File: config.mk
export PLATFORM = sky130hd
export DESIGN_NAME = ucie_ctl_rx_buffer_ctrl_flat
export DESIGN_NICKNAME = d
export VERILOG_FILES = /design/src/rtl/ucie_ctl_rx_buffer_ctrl_pkg.sv /design/src/rtl/ucie_ctl_rx_buffer_ctrl_if.sv /design/src/rtl/ucie_ctl_rx_buffer_ctrl_mem.sv /design/src/rtl/ucie_ctl_rx_buffer_ctrl.sv /design/src/flat_wrapper.sv
export SDC_FILE = /design/constraint.sdc
export NUM_CORES = 1
export LEC_CHECK = 0
export CAP_MARGIN = 10
export CORE_MARGIN = 2
export CORE_UTILIZATION = 40
export CTS_CLUSTER_SIZE = 20
export DETAILED_ROUTE_END_ITERATION = 16
export HOLD_SLACK_MARGIN = 0.03
export PLACE_DENSITY_LB_ADDON = 0.12
export SYNTH_ARGS = -nofsm -noshare
export SYNTH_HDL_FRONTEND = slang
export SYNTH_HIERARCHICAL = 1
export SYNTH_SLANG_ARGS = --single-unit
File: constraint.sdc
create_clock -name i_clk -period 5.6 [get_ports i_clk]
set_clock_uncertainty 0.2 [all_clocks]
set_input_delay 0.84 -clock i_clk [delete_from_list [all_inputs] [get_ports i_clk]]
set_output_delay 0.84 -clock i_clk [all_outputs]
set_load 0.01 [all_outputs]
File: src/rtl/ucie_ctl_rx_buffer_ctrl_pkg.sv
// Shared constants for the UCIe RX buffer controller.
// State encodings are one-hot so the debug port is directly readable.
package ucie_ctl_rx_pkg;

    localparam int RX_DATA_W = 32;
    localparam int RX_DEPTH  = 8;
    localparam int RX_REQ_W  = 3;

    typedef logic [3:0] state_t;

    localparam state_t ST_IDLE     = 4'b0001;
    localparam state_t ST_ACTIVE   = 4'b0010;
    localparam state_t ST_DRAIN    = 4'b0100;
    localparam state_t ST_OVERFLOW = 4'b1000;

endpackage

File: src/rtl/ucie_ctl_rx_buffer_ctrl_if.sv
// Lane-write, protocol-read and status bundle of the RX buffer controller.
// master drives the inputs (lane side + consumer), slave is the controller.
interface ucie_ctl_rx_buffer_ctrl_if
    import ucie_ctl_rx_pkg::*;
#(
    parameter int DATA_W = RX_DATA_W,
    parameter int DEPTH  = RX_DEPTH,
    parameter int CNT_W  = $clog2(DEPTH) + 1
) ();

    logic [RX_REQ_W-1:0] i_state_request;
    logic                i_wr_valid;
    logic [DATA_W-1:0]   i_wr_data;
    logic                i_rd_ready;
    logic                o_rd_valid;
    logic [DATA_W-1:0]   o_rd_data;
    logic                o_credit_return;
    logic [CNT_W-1:0]    o_count;
    logic                o_buffer_enable;
    logic                o_overflow_detected;
    logic [3:0]          o_state;

    modport master (
        output i_state_request, i_wr_valid, i_wr_data, i_rd_ready,
        input  o_rd_valid, o_rd_data, o_credit_return, o_count,
        input  o_buffer_enable, o_overflow_detected, o_state
    );

    modport slave (
        input  i_state_request, i_wr_valid, i_wr_data, i_rd_ready,
        output o_rd_valid, o_rd_data, o_credit_return, o_count,
        output o_buffer_enable, o_overflow_detected, o_state
    );

endinterface

File: src/rtl/ucie_ctl_rx_buffer_ctrl_mem.sv
// RX buffer storage: DEPTH x DATA_W register file, one sync write port
// and one combinational read port. The array is intentionally not reset.
module ucie_ctl_rx_buffer_mem #(
    parameter int DATA_W = 32,
    parameter int DEPTH  = 8,
    parameter int AW     = $clog2(DEPTH)
) (
    input  logic              i_clk,
    input  logic              i_we,
    input  logic [AW-1:0]     i_waddr,
    input  logic [DATA_W-1:0] i_wdata,
    input  logic [AW-1:0]     i_raddr,
    output logic [DATA_W-1:0] o_rdata
);

    logic [DATA_W-1:0] mem_q [DEPTH];

    always_ff @(posedge i_clk) begin
        if (i_we) begin
            mem_q[i_waddr] <= i_wdata;
        end
    end

    assign o_rdata = mem_q[i_raddr];

endmodule

File: src/rtl/ucie_ctl_rx_buffer_ctrl.sv
// UCIe RX buffer controller: link-state gated circular buffer with
// credit return per drained entry and flush-on-overflow.
module ucie_ctl_rx_buffer_ctrl
    import ucie_ctl_rx_pkg::*;
#(
    parameter int DATA_W = RX_DATA_W,
    parameter int DEPTH  = RX_DEPTH,
    parameter int CNT_W  = $clog2(DEPTH) + 1
) (
    input  logic                     i_clk,
    input  logic                     i_rst,
    ucie_ctl_rx_buffer_ctrl_if.slave bus
);

    localparam int AW = $clog2(DEPTH);

    state_t            state_q, state_d;
    logic [AW-1:0]     wptr_q, wptr_d;
    logic [AW-1:0]     rptr_q, rptr_d;
    logic [CNT_W-1:0]  cnt_q, cnt_d;
    logic              en_q;
    logic              credit_q;

    logic              req_act;
    logic              st_active;
    logic              st_drain;
    logic              st_ovf;
    logic              full;
    logic              rd_valid;
    logic              hs;
    logic              wr_acc;
    logic              ovf;
    logic [DATA_W-1:0] mem_rdata;

    assign req_act   = |bus.i_state_request;
    assign st_active = (state_q == ST_ACTIVE);
    assign st_drain  = (state_q == ST_DRAIN);
    assign st_ovf    = (state_q == ST_OVERFLOW);
    assign full      = (cnt_q == CNT_W'(DEPTH));

    assign rd_valid = (st_active || st_drain) && (cnt_q != '0);
    assign hs       = rd_valid && bus.i_rd_ready;

    // A full buffer still takes a write when a read frees a slot this cycle
    assign wr_acc = st_active && bus.i_wr_valid && (!full || hs);
    assign ovf    = st_active && bus.i_wr_valid && full && !hs;

    always_comb begin
        state_d = state_q;
        unique case (1'b1)
            state_q[0]: begin
                if (req_act) state_d = ST_ACTIVE;
            end
            state_q[1]: begin
                if (ovf)           state_d = ST_OVERFLOW;
                else if (!req_act) state_d = ST_DRAIN;
            end
            state_q[2]: begin
                if (req_act) begin
                    state_d = ST_ACTIVE;
                end else if ((cnt_q == '0) ||
                             ((cnt_q == CNT_W'(1)) && hs)) begin
                    state_d = ST_IDLE;
                end
            end
            state_q[3]: begin
                state_d = ST_IDLE;
            end
            default: state_d = ST_IDLE;
        endcase
    end

    always_comb begin
        wptr_d = wptr_q + AW'(wr_acc);
        rptr_d = rptr_q + AW'(hs);
        cnt_d  = cnt_q + CNT_W'(wr_acc) - CNT_W'(hs);
        // Flush: contents dropped without returning credits
        if (st_ovf) begin
            wptr_d = '0;
            rptr_d = '0;
            cnt_d  = '0;
        end
    end

    always_ff @(posedge i_clk) begin
        if (i_rst) begin
            state_q  <= ST_IDLE;
            wptr_q   <= '0;
            rptr_q   <= '0;
            cnt_q    <= '0;
            en_q     <= 1'b0;
            credit_q <= 1'b0;
        end else begin
            state_q  <= state_d;
            wptr_q   <= wptr_d;
            rptr_q   <= rptr_d;
            cnt_q    <= cnt_d;
            en_q     <= (state_d == ST_ACTIVE);
            credit_q <= hs;
        end
    end

    ucie_ctl_rx_buffer_mem #(
        .DATA_W (DATA_W),
        .DEPTH  (DEPTH),
        .AW     (AW)
    ) u_mem (
        .i_clk   (i_clk),
        .i_we    (wr_acc),
        .i_waddr (wptr_q),
        .i_wdata (bus.i_wr_data),
        .i_raddr (rptr_q),
        .o_rdata (mem_rdata)
    );

    assign bus.o_rd_valid          = rd_valid;
    assign bus.o_rd_data           = rd_valid ? mem_rdata : '0;
    assign bus.o_credit_return     = credit_q;
    assign bus.o_count             = cnt_q;
    assign bus.o_buffer_enable     = en_q;
    assign bus.o_overflow_detected = st_ovf;
    assign bus.o_state             = state_q;

endmodule

File: src/flat_wrapper.sv
// flat-port wrapper written by rule: the top's interface ports become plain ports
module ucie_ctl_rx_buffer_ctrl_flat import ucie_ctl_rx_pkg::*;
#(
    parameter int DATA_W = RX_DATA_W,
    parameter int DEPTH  = RX_DEPTH,
    parameter int CNT_W  = $clog2(DEPTH) + 1
)
  (i_clk, i_rst, bus_i_state_request, bus_i_wr_valid, bus_i_wr_data, bus_i_rd_ready, bus_o_rd_valid, bus_o_rd_data, bus_o_credit_return, bus_o_count, bus_o_buffer_enable, bus_o_overflow_detected, bus_o_state);
  ucie_ctl_rx_buffer_ctrl_if #(.DATA_W(DATA_W), .DEPTH(DEPTH), .CNT_W(CNT_W)) bus_i ();
  input  logic i_clk;
  input  logic i_rst;
  input wire logic [$bits(bus_i.i_state_request)-1:0] bus_i_state_request;
  input wire logic [$bits(bus_i.i_wr_valid)-1:0] bus_i_wr_valid;
  input wire logic [$bits(bus_i.i_wr_data)-1:0] bus_i_wr_data;
  input wire logic [$bits(bus_i.i_rd_ready)-1:0] bus_i_rd_ready;
  output wire logic [$bits(bus_i.o_rd_valid)-1:0] bus_o_rd_valid;
  output wire logic [$bits(bus_i.o_rd_data)-1:0] bus_o_rd_data;
  output wire logic [$bits(bus_i.o_credit_return)-1:0] bus_o_credit_return;
  output wire logic [$bits(bus_i.o_count)-1:0] bus_o_count;
  output wire logic [$bits(bus_i.o_buffer_enable)-1:0] bus_o_buffer_enable;
  output wire logic [$bits(bus_i.o_overflow_detected)-1:0] bus_o_overflow_detected;
  output wire logic [$bits(bus_i.o_state)-1:0] bus_o_state;
  assign bus_i.i_state_request = bus_i_state_request;
  assign bus_i.i_wr_valid = bus_i_wr_valid;
  assign bus_i.i_wr_data = bus_i_wr_data;
  assign bus_i.i_rd_ready = bus_i_rd_ready;
  assign bus_o_rd_valid = bus_i.o_rd_valid;
  assign bus_o_rd_data = bus_i.o_rd_data;
  assign bus_o_credit_return = bus_i.o_credit_return;
  assign bus_o_count = bus_i.o_count;
  assign bus_o_buffer_enable = bus_i.o_buffer_enable;
  assign bus_o_overflow_detected = bus_i.o_overflow_detected;
  assign bus_o_state = bus_i.o_state;
  ucie_ctl_rx_buffer_ctrl #(.DATA_W(DATA_W), .DEPTH(DEPTH), .CNT_W(CNT_W)) u_core (.i_clk(i_clk), .i_rst(i_rst), .bus(bus_i));
endmodule
==> run metrics <==
CP required=about 4.6 ns; switching part of the total=~20%; GRT Total Usage=~15%; Routed WL per cell=between 20 and 25 um; Final ANT Viol Nets=0; startpoint types=flip-flop; Placer Congestion=roughly 0.74; Hold-fix buffers, CTS=0; total gr overflow=0; Mapped Area=~0.011 mm2; Slowest-stage cell, CP=nor4_4; # diodes=0; Reg-to-Reg End=u_core/bus.o_count[3]; max incr delay on CP=0.84 ns; Final #Nets=656; clock sink total=272; pre-CTS WS=1.43 ns; NetSw=between 800 and 900 uW; die area=0.0285 mm2; core area=~0.027 mm2; Die Ht=around 170 um; status=completed; clock buffer depth=3; # DRC=0; Leak Pwr=approximately 0.0041 uW; CP Buf/Inv Count=3; register-to-register setup slack=~1.8 ns; first-pass GRT wire length=between 30000 and 40000 um; P_int=between 3000 and 4000 uW; fin crit share=78.9%; DR vias=~5200; crit path time final=roughly 4.4 ns; worst hold start=u_core/wptr_q[2]; die width=between 150 and 200 um; Via-to-Cell Ratio=5.36; Hold Crit Class=reg -> reg; I/O Buffers=between 80 and 90; family with the most delay on the worst path=simple AND/OR/NAND/NOR gates; sequential share of the synthesized area=about three quarters; Crit Path Class=reg -> out; RSZ-0062 raised after global routing=false; drt initial violations=around 430; max-slew violations=0; worst setup path start=u_core/bus.o_count[2]; commonest non-fill, non-tap cells in the layout=edfxtp_1, clkdlybuf4s50_1, and2_1, mux4_1, mux2_2; TritonCTS clock tree=done; post-cts resize count=0; placed inst area=between 0.01 and 0.015 mm2; CTS root buffer=clkbuf_16; final instance area=about 0.013 mm2; layout cells sized above 1=a little under a fifth; Reg2Reg Depth=14; Setup Viol. Count Final=0; CTS H-tree depth=1; Hold Fails Final Rpt=0; FP Rows=60; Yosys reg bits=272; Flop pwr share=52.7%; Max Cap Violations=0; Filler Cells Inserted=between 2000 and 2500; WL final=just over 20000 um; CTS clk-pin slew, worst paths=0.06 ns; Max IR drop VDD=~0.22 mV; critical path arrival=3.38 ns; area grow syn2layout=19.6%; vias in the first global route=around 5400; Setup TNS=0 ns; effective utilization at floorplan=40.5%; Setup WS post-layout=around 1.2 ns; most common cell after layout, fill and taps aside=edfxtp_1; Syn. warnings=6; Worst R2R Start=u_core/bus.o_count[2]; DPL Wire Length=about 12000 um; Logic pwr share=6.2%; Relative slew margins=between 20% and 30%; worst hold slack=around 0.34 ns; CP max FO=18; syn avg cell area=21.5 um2; Setup crit end kind=primary output; worst path cell trace=inv_1, ha_1, nand2b_1, nor2_1, nor4_4, buf_4, and2_1, clkdlybuf4s50_1; Pre-Repair DR Iteration Count=4; Fmax=226 MHz; worst skew pair latency=roughly 0.53 ns; Multi-input gate area=approximately 0.0027 mm2; Synthesized Nets=around 560; Synth Instances=506; largest net degree at the start of global routing=66; initial antenna violation count=1; Cell Pwr Density=331 mW/mm2; top-level I/O count=83; Num CTS Buffers=28; Post-CTS Repair Setup Buffers=0; Stages on worst setup path=8; synth unique cells=34; critical path endpoint=bus_o_rd_data[21]; part of the power in the clock network=about two fifths; sequential cell area=roughly 0.0080 mm2; slew at the pin closest to its max-slew limit=1.17 ns
## power by group through the flow
stage	Combinational [uW]	Clock, uW	Sequential, uW
2_1_floorplan	143	0	2300
3_3_place_gp	266	0	2310
3_5_place_dp	270	0	2310
4_1_cts	272	1820	2270
5_1_grt	291	1890	2270
6_report	267	1770	2270
## final cells by class
cell class | instances | area share (%)
sequential | 272 | 61.7
multi-input combinational | 204 | 21.1
inverter | 8 | 0.231
tap | 341 | 3.28
clock buffer | 31 | 5.64
timing repair buffer | 92 | 6.89
clock inverter | 21 | 1.16
## worst min-delay path by stage
stage / endpoint / slack (ns) / depth (start not counted)
after floorplan: u_core/rptr_q[2] / 0.27 / 2
after global routing: u_core/wptr_q[2] / 0.38 / 2
after detailed placement: u_core/wptr_q[2] / 0.33 / 2
after CTS: u_core/wptr_q[2] / 0.34 / 2
final: u_core/wptr_q[2] / 0.34 / 2
after global placement: u_core/wptr_q[2] / 0.34 / 2
## stage by stage
step / power (uW) / cells / utilization, %
6_report: 4300 / 969 / 48.5
5_1_grt: 4450 / 969 / 48.5
4_1_cts: 4360 / 969 / 48.5
3_5_place_dp: 2580 / 917 / 45.2
3_3_place_gp: 2580 / 917 / 45.2
2_1_floorplan: 2450 / 506 / -
## per-layer routing
metal | vias to the layer above | wire length (um) | global-route usage (%)
li1 | 2292 | - | -
met1 | 2725 | 9250 | 20.5
met2 | 146 | 10100 | 24.7
met3 | 27 | 1080 | 2.31
met4 | 0 | 317 | 3.86
met5 | - | 0 | 0
## flip-flops by register name (all words and copies together) (netlist names)
register                    count
u_core/bus.o_credit_return      1
u_core/bus.o_state              4
u_core/wptr_q                   3
u_core/rptr_q                   3
u_core/bus.o_count              4
u_core/bus.o_buffer_enable      1
u_core/u_mem/mem_q            256
## worst min-delay path: stages, from the launching register on
cell and delay (ns):
dfxtp_1 0.33, xnor2_1 0.13, nor2_1 0.04
## cells in the mapped netlist (all sizes together)
cell type  count  share of area (%)
edfxtp       256                 71
mux4          64                 15
and2          40                2.3
mux2          32                3.3
buf           18                1.2
nor2          17               0.59
dfxtp         16                2.9
ha            10                1.2
inv            8               0.28
a21oi          5               0.23
nand2          5               0.17
clkbuf         4               0.14
nand2b         4               0.23
xnor2          4               0.32
nor3           3               0.14
nor2b          2               0.12
o21a           2               0.14
or2            2               0.12
or4b           2               0.18
a21o           1              0.069
a41oi          1              0.081
fa             1               0.18
nand3          1              0.046
nor4           1               0.12
nor4b          1              0.081
o211ai         1               0.12
o21ai          1              0.046
o21bai         1              0.069
o311ai         1              0.081
or3            1              0.058
xor2           1              0.081
## kinds of logic (layout without fill, tap and decap cells)
kind of cell	after synthesis	after routing	synth area share, %
compound gates	13	13	0.829
xor+xnor	5	5	0.403
mux	96	96	18.0
fa+ha+maj	11	11	1.34
buf+inv	30	152	1.60
flops	272	272	73.7
simple gates	79	79	4.15
Note: power is estimated with default switching activity, not from simulation.
